## src/rtl/traffic_phase_ctrl.sv

```systemverilog
// Traffic phase controller: green/yellow/all-red rotation over NUM_PHASES conflicting approaches.
// Optional pedestrian WALK interval is built only when TRAFFIC_WALK_EN is defined.
//
// state  | meaning
// GREEN  | approach `phase` green, all others red; may extend once on sensor
// YELLOW | approach `phase` yellow, all others red
// ALLRED | clearance, every approach red
// WALK   | pedestrian interval, every approach red, walk_light on
module traffic_phase_ctrl #(
   parameter int NUM_PHASES = 2,
   parameter int CNT_W      = 5,
   parameter int T_GREEN    = 6,
   parameter int T_EXT      = 3,
   parameter int T_YEL      = 2,
   parameter int T_ALLRED   = 1,
   parameter int T_WALK     = 4,
   localparam int PH_W      = (NUM_PHASES > 2) ? $clog2(NUM_PHASES) : 1
) (
   input  logic                    clk,
   input  logic                    reset,
   input  logic                    tick,
   input  logic [NUM_PHASES-1:0]   sensor,
   input  logic                    walk,
   output logic [2*NUM_PHASES-1:0] lights,
   output logic                    walk_light,
   output logic [PH_W-1:0]         phase,
   output logic [1:0]              state
);

   typedef enum logic [1:0] {
      ST_GREEN  = 2'd0,
      ST_YELLOW = 2'd1,
      ST_ALLRED = 2'd2,
      ST_WALK   = 2'd3
   } state_t;

   localparam logic [CNT_W-1:0] GREEN_LAST  = CNT_W'(T_GREEN - 1);
   localparam logic [CNT_W-1:0] EXT_LAST    = CNT_W'(T_GREEN + T_EXT - 1);
   localparam logic [CNT_W-1:0] YEL_LAST    = CNT_W'(T_YEL - 1);
   localparam logic [CNT_W-1:0] ALLRED_LAST = CNT_W'(T_ALLRED - 1);
   localparam logic [CNT_W-1:0] WALK_LAST   = CNT_W'(T_WALK - 1);
   localparam logic [PH_W-1:0]  LAST_PH     = PH_W'(NUM_PHASES - 1);

   state_t                    state_q, state_d;
   logic [CNT_W-1:0]          cnt_q, cnt_d;
   logic [PH_W-1:0]           phase_q, phase_d;
   logic                      ext_q, ext_d;
   logic [2*NUM_PHASES-1:0]   lights_q, lights_d;
   logic [PH_W-1:0]           phase_inc;
   logic                      last_tick;
   logic                      walk_pending;

`ifdef TRAFFIC_WALK_EN
   logic walk_req_q, walk_req_d;
   logic walk_light_q, walk_light_d;
   assign walk_pending = walk_req_q;
   assign walk_light   = walk_light_q;
`else
   logic unused_walk;
   assign unused_walk  = walk;
   assign walk_pending = 1'b0;
   assign walk_light   = 1'b0;
`endif

   assign phase_inc = (phase_q == LAST_PH) ? '0 : phase_q + PH_W'(1);

   always_comb begin
      state_d   = state_q;
      cnt_d     = cnt_q;
      phase_d   = phase_q;
      ext_d     = ext_q;
      last_tick = 1'b0;
`ifdef TRAFFIC_WALK_EN
      // a walk press during WALK itself is dropped
      walk_req_d = walk_req_q | (walk && (state_q != ST_WALK));
`endif
      if (tick) begin
         cnt_d = cnt_q + CNT_W'(1);
         case (state_q)
            ST_GREEN: begin
               if (ext_q) begin
                  last_tick = (cnt_q == EXT_LAST);
               end else if (cnt_q == GREEN_LAST) begin
                  if (sensor[phase_q]) ext_d = 1'b1;
                  else                 last_tick = 1'b1;
               end
            end
            ST_YELLOW: last_tick = (cnt_q == YEL_LAST);
            ST_ALLRED: last_tick = (cnt_q == ALLRED_LAST);
            ST_WALK:   last_tick = (cnt_q == WALK_LAST);
            default:   last_tick = 1'b1;
         endcase

         if (last_tick) begin
            cnt_d = '0;
            ext_d = 1'b0;
            case (state_q)
               ST_GREEN:  state_d = ST_YELLOW;
               ST_YELLOW: state_d = ST_ALLRED;
               ST_ALLRED: begin
                  // decision uses the request registered before this cycle
                  if (walk_pending) begin
                     state_d = ST_WALK;
`ifdef TRAFFIC_WALK_EN
                     walk_req_d = 1'b0;
`endif
                  end else begin
                     state_d = ST_GREEN;
                     phase_d = phase_inc;
                  end
               end
               default: begin
                  state_d = ST_GREEN;
                  phase_d = phase_inc;
               end
            endcase
         end
      end

      for (int i = 0; i < NUM_PHASES; i++) begin
         if (PH_W'(i) == phase_d && state_d == ST_GREEN)
            lights_d[2*i +: 2] = 2'd1;
         else if (PH_W'(i) == phase_d && state_d == ST_YELLOW)
            lights_d[2*i +: 2] = 2'd2;
         else
            lights_d[2*i +: 2] = 2'd3;
      end
`ifdef TRAFFIC_WALK_EN
      walk_light_d = (state_d == ST_WALK);
`endif
   end

   always_ff @(posedge clk or negedge reset) begin
      if (!reset) begin
         state_q  <= ST_ALLRED;
         cnt_q    <= '0;
         phase_q  <= LAST_PH;
         ext_q    <= 1'b0;
         lights_q <= '1;
`ifdef TRAFFIC_WALK_EN
         walk_req_q   <= 1'b0;
         walk_light_q <= 1'b0;
`endif
      end else begin
         state_q  <= state_d;
         cnt_q    <= cnt_d;
         phase_q  <= phase_d;
         ext_q    <= ext_d;
         lights_q <= lights_d;
`ifdef TRAFFIC_WALK_EN
         walk_req_q   <= walk_req_d;
         walk_light_q <= walk_light_d;
`endif
      end
   end

   assign lights = lights_q;
   assign phase  = phase_q;
   assign state  = state_q;

endmodule
```

## config.mk

```make
export PLATFORM = sky130hd
export DESIGN_NAME = traffic_phase_ctrl
export DESIGN_NICKNAME = d
export VERILOG_FILES = /design/src/rtl/traffic_phase_ctrl.sv
export SDC_FILE = /design/constraint.sdc
export NUM_CORES = 1
export LEC_CHECK = 0
export CAP_MARGIN = 20
export CORE_UTILIZATION = 44
export DETAILED_ROUTE_END_ITERATION = 12
export GPL_ROUTABILITY_DRIVEN = 0
export PLACE_DENSITY = 0.73
export SLEW_MARGIN = 30
export SYNTH_ARGS = -nofsm -noshare
export SYNTH_HDL_FRONTEND = slang
export SYNTH_SLANG_ARGS = --single-unit
```

## constraint.sdc

```tcl
create_clock -name clk -period 1.79 [get_ports clk]
set_input_delay 0.358 -clock clk [delete_from_list [all_inputs] [get_ports clk]]
set_output_delay 0.358 -clock clk [all_outputs]
set_load 0.1 [all_outputs]
```

==> results.txt <==
final setup fails: 3
global-route wire length before repair: 2820 um
initial antenna violation count: 0
Mapped Cells: 73
FILL cells: 111
Syn-to-layout area delta: 57.0%
Async SR Flop Fraction: 100%
antenna-violating nets left: 0
Sink Count: 13
drt wl/cell: 13.4 um
Num CTS Buffers: 3
DRT Pass-1 Iters: 4
DIE HEIGHT: 42.8 um
grt ovf: 0
pre-CTS WS: -0.0388 ns
I/O Buffers: 11
clk buf depth: 2
DP Cell Count: 114
Post-CTS Hold Buffers: 0
Cell Rows: 14
crit path DAT: 2.03 ns
Die Wd: 42.8 um
Worst setup SP type: flip-flop
Die Area: 1830 um^2
Root Driver: clkbuf_4
synthesized area per cell: 10.0 um^2
core area: 1520 um^2
r2r worst-path depth: 5
synthesized area: 731 um^2
sequential share of the synthesized area: 45.5%
RSZ-0062 raised after global routing: true
status: finished with violations
Post-synth EDFFs: 0
IO Count: 14
CP Class: reg2reg
final setup skew: 0.00369 ns
Worst Path Max Fanout: 3
share of cells above drive strength 1: 41.2%
Via Count: 659
# diodes: 0
Vias/cell: 5.58
CTS tree: yes
final WL: 1590 um
post-synth net total: 82
most frequent cells in the layout: buf_4, nand2_1, buf_12, dfrtp_1
HPWL Detailed: 1170 um
Synthesis Warnings: 0
worst-skew pair later-pin latency: 0.29 ns
reg-to-reg startpoint: cnt_q[2]
Max Cap Viol: 0
min-delay worst type: in2async
dpl cell area: 1060 um^2
fin area: 1150 um^2
Fin. Hold Viols: 0
Top FF cell, synth: dfrtp_1
critical path capture point type: flip-flop
drt initial violations: 13
vias in the first global route: 631
H-tree levels: 1
Fmax achieved: 553 MHz
Rel. slew slack: 62.2%
most common cell after layout, fill and taps aside: buf_4
Yosys cell types: 34
period utilization: 101%
Final #Nets: 112
GR Util All Layers: 20.3%
CP Launch Point: cnt_q[2]
CP required: 2.01 ns
Final Worst Setup Slack: -0.0170 ns
Slew Viols, Final: 0
#FFs+latches synth: 13
non-filler instance count after layout: 118
failing checks: negative setup slack
min Tclk post-route: 1.81 ns
Reg2Reg Setup Slack: -0.02 ns
measured slew at the worst slew-check pin: 0.565 ns
Starting Density: 47.9%
CTS clk-pin slew, worst paths: 0.08 ns
largest net degree at the start of global routing: 14
number of remaining DRC errors: 0
-- through the flow --
stage	util (%)	hold slack (ns)	TNS, ns
final	75.3	0.432	-0.0477
after global routing	75.3	0.483	-0.319
after CTS	72.2	0.447	-0.000615
after detailed placement	69.3	0.560	-0.121
after global placement	69.3	0.549	-0.0188
after floorplan	-	0.0624	-0.244
-- sequential cells by signal (all words and copies together) (netlist names) --
signal	count
state	2
lights	4
ext_q	1
phase	1
cnt_q	5
-- worst max-delay path, cell delays in order, from the launching register on --
cell and delay (ns):
dfrtp_1 0.38, or3_4 0.39, o31a_1 0.28, or3b_4 0.41, buf_6 0.13, mux2i_1 0.14
-- path summary, 6_finish.rpt --
path,end
setup / recovery,lights[0]
hold / removal,cnt_q[0]
setup reg to reg,lights[0]
hold reg to reg,cnt_q[0]
max in group asynchronous,state[0]
min in group clk,cnt_q[0]
-- cell usage after synthesis, drive strengths merged (2+ instances only) --
library cell / number / area [um^2]
a21boi: 2 / 15.0
a21oi: 4 / 20.0
a2bb2oi: 2 / 17.5
and3: 2 / 12.5
buf: 2 / 12.5
dfrtp: 7 / 175
dfstp: 6 / 158
ha: 3 / 37.5
inv: 6 / 22.5
mux2i: 5 / 50.1
nand2: 7 / 26.3
nand3: 3 / 15.0
nor4bb: 2 / 20.0
o22ai: 2 / 12.5
xnor2: 2 / 17.5
-- timing repair --
action / 4_1_cts / 5_1_grt
gates resized for setup: 5 / 11
pin swaps: 3 / 2
buffers inserted: 0 / 1
setup endpoints to repair: 6 / 12
-- cell families (layout without fill, tap and decap cells) --
logic type,count (synthesis),in the layout,synth area share (%)
multiplexers,5,5,6.85
flip-flops,13,13,45.5
AO/OA/AOI/OAI,18,18,17.3
other,1,1,0.513
adder cells (fa/ha/maj),3,3,5.14
AND/OR/NAND/NOR,22,22,17.0
XOR/XNOR,2,2,2.40
buffers and inverters,9,38,5.31
-- metal layers --
| metal | global-route usage, % | part of all wire [%] |
|---|---|---|
| met4 | 9.38 | 2.1 |
| met1 | 27.0 | 45 |
| met2 | 32.7 | 50 |
| met3 | 2.55 | 2.6 |
| met5 | 0 | 0 |
-- final cells by class --
| class | instances | area, um^2 | share of cell area, % |
|---|---|---|---|
| repair buffers | 28 | 319 | 27.8 |
| clock buffers | 4 | 26.3 | 2.29 |
| multi-input cells | 51 | 418 | 36.4 |
| flip-flops and latches | 13 | 342 | 29.8 |
| inverters | 6 | 22.5 | 1.96 |
| well taps | 16 | 20.0 | 1.74 |
Power is not shown: default switching activity piles up to over one toggle a cycle in this logic, so the estimate is an artifact.
